[config.mk]
export PLATFORM = sky130hd
export DESIGN_NAME = hazard_controller
export DESIGN_NICKNAME = d
export VERILOG_FILES = /design/src/rtl/hazard_controller.sv
export SDC_FILE = /design/constraint.sdc
export NUM_CORES = 1
export LEC_CHECK = 0
export ABC_AREA = 0
export CELL_PAD_IN_SITES_DETAIL_PLACEMENT = 1
export CELL_PAD_IN_SITES_GLOBAL_PLACEMENT = 1
export CORE_ASPECT_RATIO = 1.5
export CORE_UTILIZATION = 23
export DETAILED_ROUTE_END_ITERATION = 10
export GPL_ROUTABILITY_DRIVEN = 0
export GPL_TIMING_DRIVEN = 0
export PLACE_DENSITY = 0.83
export SLEW_MARGIN = 30
export SYNTH_ARGS = -nofsm -noshare
export SYNTH_HDL_FRONTEND = slang
export SYNTH_SLANG_ARGS = --single-unit
[constraint.sdc]
create_clock -name clk -period 1.2 [get_ports clk]
set_input_delay 0.12 -clock clk [delete_from_list [all_inputs] [get_ports clk]]
set_output_delay 0.12 -clock clk [all_outputs]
set_load 0.05 [all_outputs]
[src/rtl/hazard_controller.sv]
// hazard_controller: stall/flush/forward control for the 5-stage RISC-V
// pipeline, plus the sequencer for the fixed-latency multiply/divide unit.
// Optional performance counters are built when HAZARD_PERF_CNT_EN is defined.
//
// MDU handshake: there is no ready/back-pressure. MulDivStart is a single-cycle
// pulse in the first EX cycle of an MDU op. The unit is then assumed to produce
// its result exactly MD_LATENCY cycles later. MulDivValid marks that cycle, and
// the op leaves EX at the end of it.
// md_state exposes the sequencer state (0 = IDLE, 1 = BUSY, 2 = DONE).
module hazard_controller #(
  parameter int MD_LATENCY = 4
) (
  input  logic       clk,
  input  logic       rst,
  input  logic [4:0] Rs1_D,
  input  logic [4:0] Rs2_D,
  input  logic [4:0] Rs1_E,
  input  logic [4:0] Rs2_E,
  input  logic [4:0] Rd_E,
  input  logic [4:0] Rd_M,
  input  logic [4:0] Rd_W,
  input  logic       RegWrite_M,
  input  logic       RegWrite_W,
  input  logic       ResultSrc_E0,
  input  logic       PCSrc_E,
  input  logic       MulDiv_E,
  output logic       Stall_F,
  output logic       Stall_D,
  output logic       Stall_E,
  output logic       Flush_D,
  output logic       Flush_E,
  output logic       Flush_M,
  output logic [1:0] ForwardA_E,
  output logic [1:0] ForwardB_E,
  output logic       MulDivStart,
  output logic       MulDivValid,
  output logic [1:0] md_state
`ifdef HAZARD_PERF_CNT_EN
  ,
  output logic [31:0] StallCycles,
  output logic [31:0] FlushCount
`endif
);

  typedef enum logic [1:0] {
    IDLE = 2'd0,
    BUSY = 2'd1,
    DONE = 2'd2
  } md_state_t;

  // The counter is loaded in the start cycle. DONE follows the BUSY cycle
  // that sees cnt == 1, so stalls cover exactly MD_LATENCY cycles.
  localparam logic [3:0] CNT_LOAD = 4'(MD_LATENCY - 1);

  md_state_t  state;
  logic [3:0] cnt;

  logic       lw_stall;
  logic       md_stall;
  logic       md_start;
  logic       md_valid;
  logic [1:0] fwd_a;
  logic [1:0] fwd_b;

  // The newest producer (MEM) wins over the older one (WB). x0 is never forwarded.
  function automatic logic [1:0] fwd_sel(input logic [4:0] rs,
                                         input logic       we_m,
                                         input logic [4:0] rd_m,
                                         input logic       we_w,
                                         input logic [4:0] rd_w);
    logic [1:0] sel;
    sel = 2'b00;
    if (we_m && (rd_m != 5'd0) && (rd_m == rs)) begin
      sel = 2'b10;
    end else if (we_w && (rd_w != 5'd0) && (rd_w == rs)) begin
      sel = 2'b01;
    end
    return sel;
  endfunction

  // Raw hazard terms: forwarding selects, load-use detect and MDU state decode.
  always_comb begin
    fwd_a    = fwd_sel(Rs1_E, RegWrite_M, Rd_M, RegWrite_W, Rd_W);
    fwd_b    = fwd_sel(Rs2_E, RegWrite_M, Rd_M, RegWrite_W, Rd_W);
    lw_stall = ResultSrc_E0 && (Rd_E != 5'd0) &&
               ((Rd_E == Rs1_D) || (Rd_E == Rs2_D));
    // MulDiv_E is only acted on in IDLE. In DONE the finishing op is still in EX.
    md_start = (state == IDLE) && MulDiv_E;
    md_stall = md_start || (state == BUSY);
    md_valid = (state == DONE);
  end

  // Output equations. All outputs are held at 0 while reset is asserted.
  always_comb begin
    Stall_F     = 1'b0;
    Stall_D     = 1'b0;
    Stall_E     = 1'b0;
    Flush_D     = 1'b0;
    Flush_E     = 1'b0;
    Flush_M     = 1'b0;
    ForwardA_E  = 2'b00;
    ForwardB_E  = 2'b00;
    MulDivStart = 1'b0;
    MulDivValid = 1'b0;
    md_state    = IDLE;
    if (rst) begin
      Stall_F     = lw_stall || md_stall;
      Stall_D     = lw_stall || md_stall;
      Stall_E     = md_stall;
      // The MDU result is not ready, so MEM receives bubbles while EX holds.
      Flush_M     = md_stall;
      // Never bubble EX while it holds an MDU op in flight.
      Flush_E     = (lw_stall || PCSrc_E) && !md_stall;
      Flush_D     = PCSrc_E;
      ForwardA_E  = fwd_a;
      ForwardB_E  = fwd_b;
      MulDivStart = md_start;
      MulDivValid = md_valid;
      md_state    = state;
    end
  end

  // MDU sequencer: IDLE -> BUSY (count down) -> DONE -> IDLE.
  always_ff @(posedge clk) begin
    if (!rst) begin
      state <= IDLE;
      cnt   <= 4'd0;
    end else begin
      case (state)
        IDLE: begin
          if (MulDiv_E) begin
            state <= BUSY;
            cnt   <= CNT_LOAD;
          end
        end
        BUSY: begin
          cnt <= cnt - 4'd1;
          if (cnt == 4'd1) begin
            state <= DONE;
          end
        end
        DONE: begin
          state <= IDLE;
        end
        default: begin
          state <= IDLE;
          cnt   <= 4'd0;
        end
      endcase
    end
  end

`ifdef HAZARD_PERF_CNT_EN
  // Free-running (wrapping) counts of front-end stall cycles and decode flushes.
  always_ff @(posedge clk) begin
    if (!rst) begin
      StallCycles <= 32'd0;
      FlushCount  <= 32'd0;
    end else begin
      if (Stall_F) begin
        StallCycles <= StallCycles + 32'd1;
      end
      if (Flush_D) begin
        FlushCount <= FlushCount + 32'd1;
      end
    end
  end
`endif

endmodule

### Word-level counts from Yosys, hierarchy flattened

Index checks and enable logic that the tools add are counted.

| operators by class | value |
|---|---|
| reductions and logical operators | 21 |
| bitwise logic cells | 1 |
| add/subtract/negate cells | 1 |
| muxes and demuxes | 18 |
| equal/unequal tests | 11 |

Operators by type and width:

| cell | count |
|---|---|
| $eq A5 B5 Y1 | 6 |
| $reduce_bool A5 Y1 | 3 |
| $mux W2 | 7 |
| $pmux W4 S3 | 1 |
| $logic_and A1 B1 Y1 | 10 |
| $mux W1 | 8 |
| $eq A4 B1 Y1 const B | 1 |
| $logic_or A1 B1 Y1 | 4 |
| $mux W4 | 1 |
| $pmux W2 S2 | 1 |
| $reduce_and A2 Y1 | 2 |
| $sub A4 B1 Y4 const B | 1 |
| $eq A2 B1 Y1 const B | 1 |
| $eq A2 B2 Y1 const B | 1 |
| $logic_not A2 Y1 | 1 |
| $ne A2 B1 Y1 const B | 1 |
| $ne A2 B2 Y1 const B | 1 |
| $logic_not A1 Y1 | 1 |
| $not A1 Y1 | 1 |

| storage, ports and cells | value |
|---|---|
| input bits | 42 |
| word-level logic and storage cells | 54 |
| output and inout port bits | 14 |
| flip-flop bits (word level) | 6 |

### Logic depth before layout (Yosys ltp)

Gate-level depths: netlist of run 1.

| logic depth | value |
|---|---|
| depth after elaboration | 6 |
| mapped depth | 5 |
| mapped depth without buffers | 5 |

### Worst setup path after synthesis of run 1

OpenSTA, ideal clock, no wires.

| timing | value |
|---|---|
| kind | input-to-output |
| start | input port Rd_E[3] |
| end | output port Stall_F |
| data arrival time | 2.081 ns |
| slack | -1.001 ns |
| buffers on the path | 1 |
| required time | 1.080 ns |
| stages | 5 |
| cell sequence | xor2_1 nor3_1 a22oi_1 o21ai_0 buf_4 |

| on the way | value |
|---|---|
| word-level cells in the longest chain between the ends | 5 |
| elaborated cells on any way between the ends | 8 |
| classes of those cells | 2 x eq/ne; 1 x mux; 5 x reduce/logical |

RTL lines:

| item | line | RTL |
|---|---|---|
| start: declaration | 19 | `input logic [4:0] Rd_E,` |
| $eq A5 B5 Y1 or $reduce_bool A5 Y1 (tied branches) | 86, 85 |  |
| $logic_or A1 B1 Y1 or $logic_and A1 B1 Y1 (tied branches) | 86, 85 |  |
| $logic_and A1 B1 Y1 (*) | 85 | `lw_stall = ResultSrc_E0 && (Rd_E != 5'd0) &&` |
| $logic_or A1 B1 Y1 (*) | -- |  |
| $mux W1 (*) | -- |  |
| end: declaration | 27 | `output logic Stall_F,` |

Mark *: on every way between the ends. The rest lies on a longest branch, timed or not.

### Worst setup path after layout of run 1

| timing | value |
|---|---|
| start | input port Rd_M[2] |
| end | output port ForwardA_E[0] |

| on the way | value |
|---|---|
| word-level cells in the longest chain between the ends | 5 |
| elaborated cells on any way between the ends | 6 |
| classes of those cells | 1 x eq/ne; 2 x mux; 3 x reduce/logical |

RTL lines:

| item | line | RTL |
|---|---|---|
| start: declaration | 20 | `input logic [4:0] Rd_M,` |
| $reduce_bool A5 Y1 | 73 | `if (we_m && (rd_m != 5'd0) && (rd_m == rs)) begin` |
| $logic_and A1 B1 Y1 | 73 |  |
| $logic_and A1 B1 Y1 (*) | 73 |  |
| $mux W2 (*) | 73 |  |
| $mux W2 (*) | 106 | `if (rst) begin` |
| end: declaration | 33 | `output logic [1:0] ForwardA_E,` |

Marks and branches as above.

==> impl_metrics.ini, run 1 <==
[status]
status = complete, but fails checks
violations = setup timing

[logic_synthesis]
synth_flop_cell = dfxtp_1
yosysMostFrequentCell = xor2_1
synth_area_leaders = xor2_1 22%, dfxtp_1 15%, xnor2_1 13%
synth-edff-count = 0
yosysTopAreaCellShare_pct = 22.1
ys_seq_area_share_pct = 15.2
syn_area_um2 = 792
yosysWarningCount = 0
yosysTopAreaCell = xor2_1
yosysUniqueCellTypes = 29
syn-num-nets = 146
synthArstFlopShare_pct = 0
postSynthAreaPerCell_um2 = 7.76
ys_ff_latch = 6
synth_cells = 102
yosys-top-cells-count = 20 x xor2_1, 12 x xnor2_1, 8 x and2_1, 6 x dfxtp_1, 6 x nor3_1

[worst_setup_path]
max_stage_delay_ns = 0.54
worstSetupEndpointType = output pin
path_class = input port to output pin
reg2regPathDepth = 5
crit_family = simple AND/OR/NAND/NOR gates
slowest_stage = or4_4
r2r_start = state[1]$_SDFFE_PN0P_
crit_arrival_ns = 1.45
startpoint_type = input port
crit_fanout = 2
cp_cell_sequence = buf_8, or4_4, o21ai_4, nor4_4, buf_4, nor3_4, buf_6
cp_num_cells = 7
setup.worst_path.start = Rd_M[2]
path_buf_inv = 3
critPathRequiredTime_ns = 1.08

[sta]
slew_violations = 0
final.setup.worst_slack_ns = -0.373
worstMarginPinSlew_ns = 0.307
max_slew_margin_pct = 79.4
finalCriticalPeriod_ns = 1.57
hold_viol = 0
setup_tns_ns = -2.26
finClkSkew_ns = 0.00410
max_freq_mhz = 636
grt_setup_unrepaired = yes
final-setup-viol-count = 10
period_share_pct = 131

[drt]
wirelength_um = 3290
post_drt_wl_per_cell_um = 15.7
route.detailed.drc = 0
avgViaCountPerCell = 4.71
drtIter0Drc = 13
vias = 989
dr.pass1.iters = 4
ant_nets = 0

[cts]
clk_latency_ns = 0.23
cts_sinks = 6
cts.htree.levels = 1
cts_tree = yes
clkTransAtPathRegs_ns = 0.04
holdBufCountCts = 0
clk_path_buf_depth = 2
ctsRootBufferMaster = clkbuf_8
cts_buffers = 3

[power]
seqPwrFrac_pct = 20.9
swShare_pct = 37.4
combPwrFrac_pct = 52.4
ir_drop_mv = 0.391
cellInternalPower_uw = 751
power_density_nw_per_um2 = 706
p_leak_nw = 0.722
fin_total_pwr_mw = 1.20
p_switching_uw = 449
clockPowerShare_pct = 26.7

[grt]
grtUsageTotal_pct = 19.6
grt_pass1_wl_um = 5340
grt_overflow = 0
grt_max_degree = 13
antenna_found_initial = 0
grt_pass1_vias = 1165

[placed_design]
portBuffers = 55
dpl_cell_area_um2 = 1490
hpwl_um = 2530

[die]
die_h_um = 73.9
die_area_um2 = 3690
row_count = 25
fp.coreArea_um2 = 3220
io_pins = 56
dieWidth_um = 49.9
start_util_pct = 24.6

[cells_and_area]
final_nets = 216
final_util_pct = 52.8
area_growth_pct = 115
final_cell_area_um2 = 1700
drive_gt1_share_pct = 43.5
n_antenna_cell = 0

[job]
maxCapViolations = 0

[worst_hold_path]
holdPathStages = 3
hp-start = rst
hp-class = input port to flop
## cells by family (layout without fill, tap and decap cells)
logic type / after synthesis / count (layout) / synth area share (%)
and+or+nand+nor: 44 / 44 / 32.4
xor gates and xnor gates: 32 / 32 / 35.4
AOI/OAI and AO/OA: 10 / 10 / 8.37
buffers and inverters: 7 / 75 / 4.27
DFF: 6 / 6 / 15.2
adders and majority gates: 2 / 2 / 3.16
muxes: 1 / 1 / 1.26
## timing repair
item                                    4_1_cts  5_1_grt
endpoints found under the setup margin       14       12
cloned                                        0        0
buffers inserted                              7        5
pin swaps                                    29       17
resized for setup                           191       26
hold endpoints to repair                      0        0
## power by group through the flow
| stage | registers (mW) | logic (mW) | clock network (mW) |
|---|---|---|---|
| floorplan | 0.234 | 0.321 | 0 |
| global placement | 0.238 | 0.560 | 0 |
| detailed placement | 0.240 | 0.583 | 0 |
| CTS | 0.249 | 0.589 | 0.325 |
| global route | 0.254 | 0.676 | 0.334 |
| finish | 0.251 | 0.629 | 0.320 |
## cell type report
type                    count  area, µm²
fillers                   391       1520
multi-input cells          89        821
repair buffers             67        619
flip-flops and latches      6        130
well taps                  40       50.0
clock buffers               3       41.3
plain buffers               2       25.0
inverters                   3       13.8
## routing by layer
metal  routed length, µm  share of wire [%]  GRT usage [%]  vias to the layer above
li1                    -                  -              -                      481
met1                1060                 32           16.7                      463
met2                2050                 62           42.9                       40
met3                 131                4.0           3.11                        5
met4                  44                1.3           7.30                        0
met5                   0                  0              0                        -
## through the flow
stage          hold WS, ns  cells  worst slack [ns]
2_1_floorplan        0.316    102            -0.190
3_3_place_gp         0.503    197             -1.40
3_5_place_dp         0.516    197             -1.48
4_1_cts              0.392    205            -0.379
5_1_grt              0.404    210            -0.412
6_report             0.381    210            -0.373
## worst register-to-register path: stages (launching register included)
cell      delay [ns]
dfxtp_4         0.34
nand2b_4        0.15
o21bai_4        0.21
buf_4           0.15
buf_4           0.12
nor2b_1         0.09
## final timing paths
check	to	slack, ns
setup / recovery	ForwardA_E[0]	-0.37
hold / removal	state[1]$_SDFFE_PN0P_	0.38
setup reg to reg	state[0]$_SDFFE_PN0P_	0.08
hold reg to reg	state[1]$_SDFFE_PN0P_	0.56
## flip-flops by register name, indices dropped and copies added, names as in the netlist
| signal | count |
|---|---|
| state | 2 |
| cnt | 4 |
## cell usage in the layout, fill, tap and decap left out, types with 6 or more instances in the layout
cell,n
buf_6,6
buf_2,8
xor2_1,20
buf_8,10
buf_4,11
clkdlybuf4s15_1,8
xnor2_1,9
dlygate4sd2_1,17
Power figures use the tool's default switching activity.
==> inputs of run 2 (changes only) <==
--- a/config.mk
+++ b/config.mk
@@ -9,11 +9,13 @@
 export CELL_PAD_IN_SITES_DETAIL_PLACEMENT = 1
 export CELL_PAD_IN_SITES_GLOBAL_PLACEMENT = 1
 export CORE_ASPECT_RATIO = 1.5
-export CORE_UTILIZATION = 23
+export CORE_UTILIZATION = 40
 export DETAILED_ROUTE_END_ITERATION = 10
+export DONT_BUFFER_PORTS = 1
 export GPL_ROUTABILITY_DRIVEN = 0
 export GPL_TIMING_DRIVEN = 0
-export PLACE_DENSITY = 0.83
+export PLACE_DENSITY = 0.79
+export RECOVER_POWER = 100
 export SLEW_MARGIN = 30
 export SYNTH_ARGS = -nofsm -noshare
 export SYNTH_HDL_FRONTEND = slang
==> impl_metrics.ini, run 2 (synthesized netlist as in run 1, its figures left out) <==
[power]
p_switching_uw = 312
p_leak_nw = 0.367
swShare_pct = 38.5
combPwrFrac_pct = 46.8
ir_drop_mv = 0.411
cellInternalPower_uw = 499
clockPowerShare_pct = 23.7
seqPwrFrac_pct = 29.4
fin_total_pwr_uw = 811
power_density_nw_per_um2 = 802

[status]
violations = setup timing
status = complete, but fails checks

[cells_and_area]
seq_area_um2 = 128
multi_input_area_um2 = 752
fin_cells = 130
drive_gt1_share_pct = 27.5
n_antenna_cell = 0
final_nets = 155
largestRegisters = cnt (4), state (2)
final_common_cell = xor2_1
area_growth_pct = 27.6
largest_reg_flops = 4
mostFrequentLayoutCells = 20 x xor2_1, 12 x xnor2_1, 6 x nor3_1
final_util_pct = 54.5
final_cell_area_um2 = 1010
fillers = 236
largest_register = cnt

[drt]
ant_nets = 0
route.detailed.drc = 0
drtIter0Drc = 7
vias = 739
wirelength_um = 2100
met2_length_um = 1320
wl_met3_um = 113
dr.pass1.iters = 3
post_drt_wl_per_cell_um = 16.1
met1Wirelength_um = 666
top_layer = met3
avgViaCountPerCell = 5.68

[sta]
slew_violations = 0
final.setup.worst_slack_ns = -0.291
finClkSkew_ns = 0.00205
max_freq_mhz = 671
grt_setup_unrepaired = yes
worstMarginPinSlew_ns = 0.750
final-setup-viol-count = 11
finalCriticalPeriod_ns = 1.49
period_share_pct = 124
max_slew_margin_pct = 50.0
hold_viol = 0

[worst_setup_path]
rrSetupSlack_ns = 0.07
r2r_start = cnt[0]$_SDFFE_PN0P_
worstSetupEndpointType = output pin
cp-endpoint = Stall_F
path_class = flop to output pin
reg2regPathDepth = 5
startpoint_type = flop
setup.worst_path.start = state[1]$_SDFFE_PN0P_
crit_arrival_ns = 1.37
critPathRequiredTime_ns = 1.08
crit_fanout = 4
r2r_end = cnt[2]$_SDFFE_PN0P_

[cts]
cts.htree.levels = 1
cts_buffers = 3
clkTransAtPathRegs_ns = 0.05
cts_sinks = 6
holdBufCountCts = 0
cts_tree = yes
clk_latency_ns = 0.25
ctsRootBufferMaster = clkbuf_4
clk_path_buf_depth = 2

[grt]
grt_pass1_vias = 868
grtUsageTotal_pct = 21.3
grt_pass1_wl_um = 3400
grt_overflow = 0
antenna_found_initial = 0
grt_max_degree = 11

[job]
maxCapViolations = 0

[die]
start_util_pct = 42.7
fp.coreArea_um2 = 1850
io_pins = 56
die_h_um = 56.5
die_area_um2 = 2170
row_count = 19
dieWidth_um = 38.3

[placed_design]
portBuffers = 0
place_ws_ns = -0.270
place_inst = 123
dpl_cell_area_um2 = 920
hpwl_um = 1730

[worst_hold_path]
hp-class = input port to flop
## run 2: cell types whose count changed in the layout (fill, tap and decap cells not counted), sizes merged
cell	previous run	this run
clkbuf	8	5
clkdlybuf4s15	9	0
buf	35	6
dlygate4sd2	17	0
clkdlybuf4s50	3	0
## run 2: final cells by class
type	count	share of cell area, %
Buffer	3	3.09
Clock buffer	3	2.23
Inverter	3	1.36
Multi-Input combinational cell	89	74.4
Sequential cell	6	12.6
Tap cell	21	2.60
Timing Repair Buffer	5	3.71
## run 2: worst min path at each step
stage / start / to / slack (ns) / depth (start not counted)
2_1_floorplan: MulDiv_E / state[0]$_SDFFE_PN0P_ / 0.32 / 2
3_3_place_gp: MulDiv_E / state[0]$_SDFFE_PN0P_ / 0.34 / 2
3_5_place_dp: rst / state[1]$_SDFFE_PN0P_ / 0.39 / 2
4_1_cts: rst / state[1]$_SDFFE_PN0P_ / 0.01 / 2
5_1_grt: rst / state[1]$_SDFFE_PN0P_ / 0.03 / 2
6_report: rst / state[1]$_SDFFE_PN0P_ / 0.03 / 2
## run 2: worst max-delay path, stage by stage (launching register included)
cell,delay (ns)
dfxtp_4,0.35
nand2b_4,0.16
o21bai_4,0.21
o21ai_4,0.18
buf_6,0.22
## run 2: timing repair
item / in CTS / in global routing
gates resized for setup: 14 / 1
setup buffers: 4 / 1
endpoints found under the hold margin: 0 / 0
setup endpoints to repair: 12 / 12
pin swaps: 7 / 4
## run 2: metal layers
metal | GRT usage, % | vias up
li1 | - | 357
met3 | 3.95 | 0
met5 | 0 | -
met1 | 19.0 | 348
met2 | 43.3 | 34
met4 | 5.91 | 0
## run 2: power groups by stage
| stage | clock network, mW | registers [mW] | logic, mW |
|---|---|---|---|
| 2_1_floorplan | 0 | 0.234 | 0.321 |
| 3_3_place_gp | 0 | 0.238 | 0.346 |
| 3_5_place_dp | 0 | 0.239 | 0.359 |
| 4_1_cts | 0.200 | 0.239 | 0.379 |
| 5_1_grt | 0.210 | 0.240 | 0.411 |
| 6_report | 0.192 | 0.239 | 0.380 |
## run 2: metrics by stage
step	TNS, ns	hold slack, ns
2_1_floorplan	-0.793	0.316
3_3_place_gp	-1.29	0.341
3_5_place_dp	-1.40	0.388
4_1_cts	-1.83	0.0142
5_1_grt	-2.30	0.0300
6_report	-1.81	0.0273
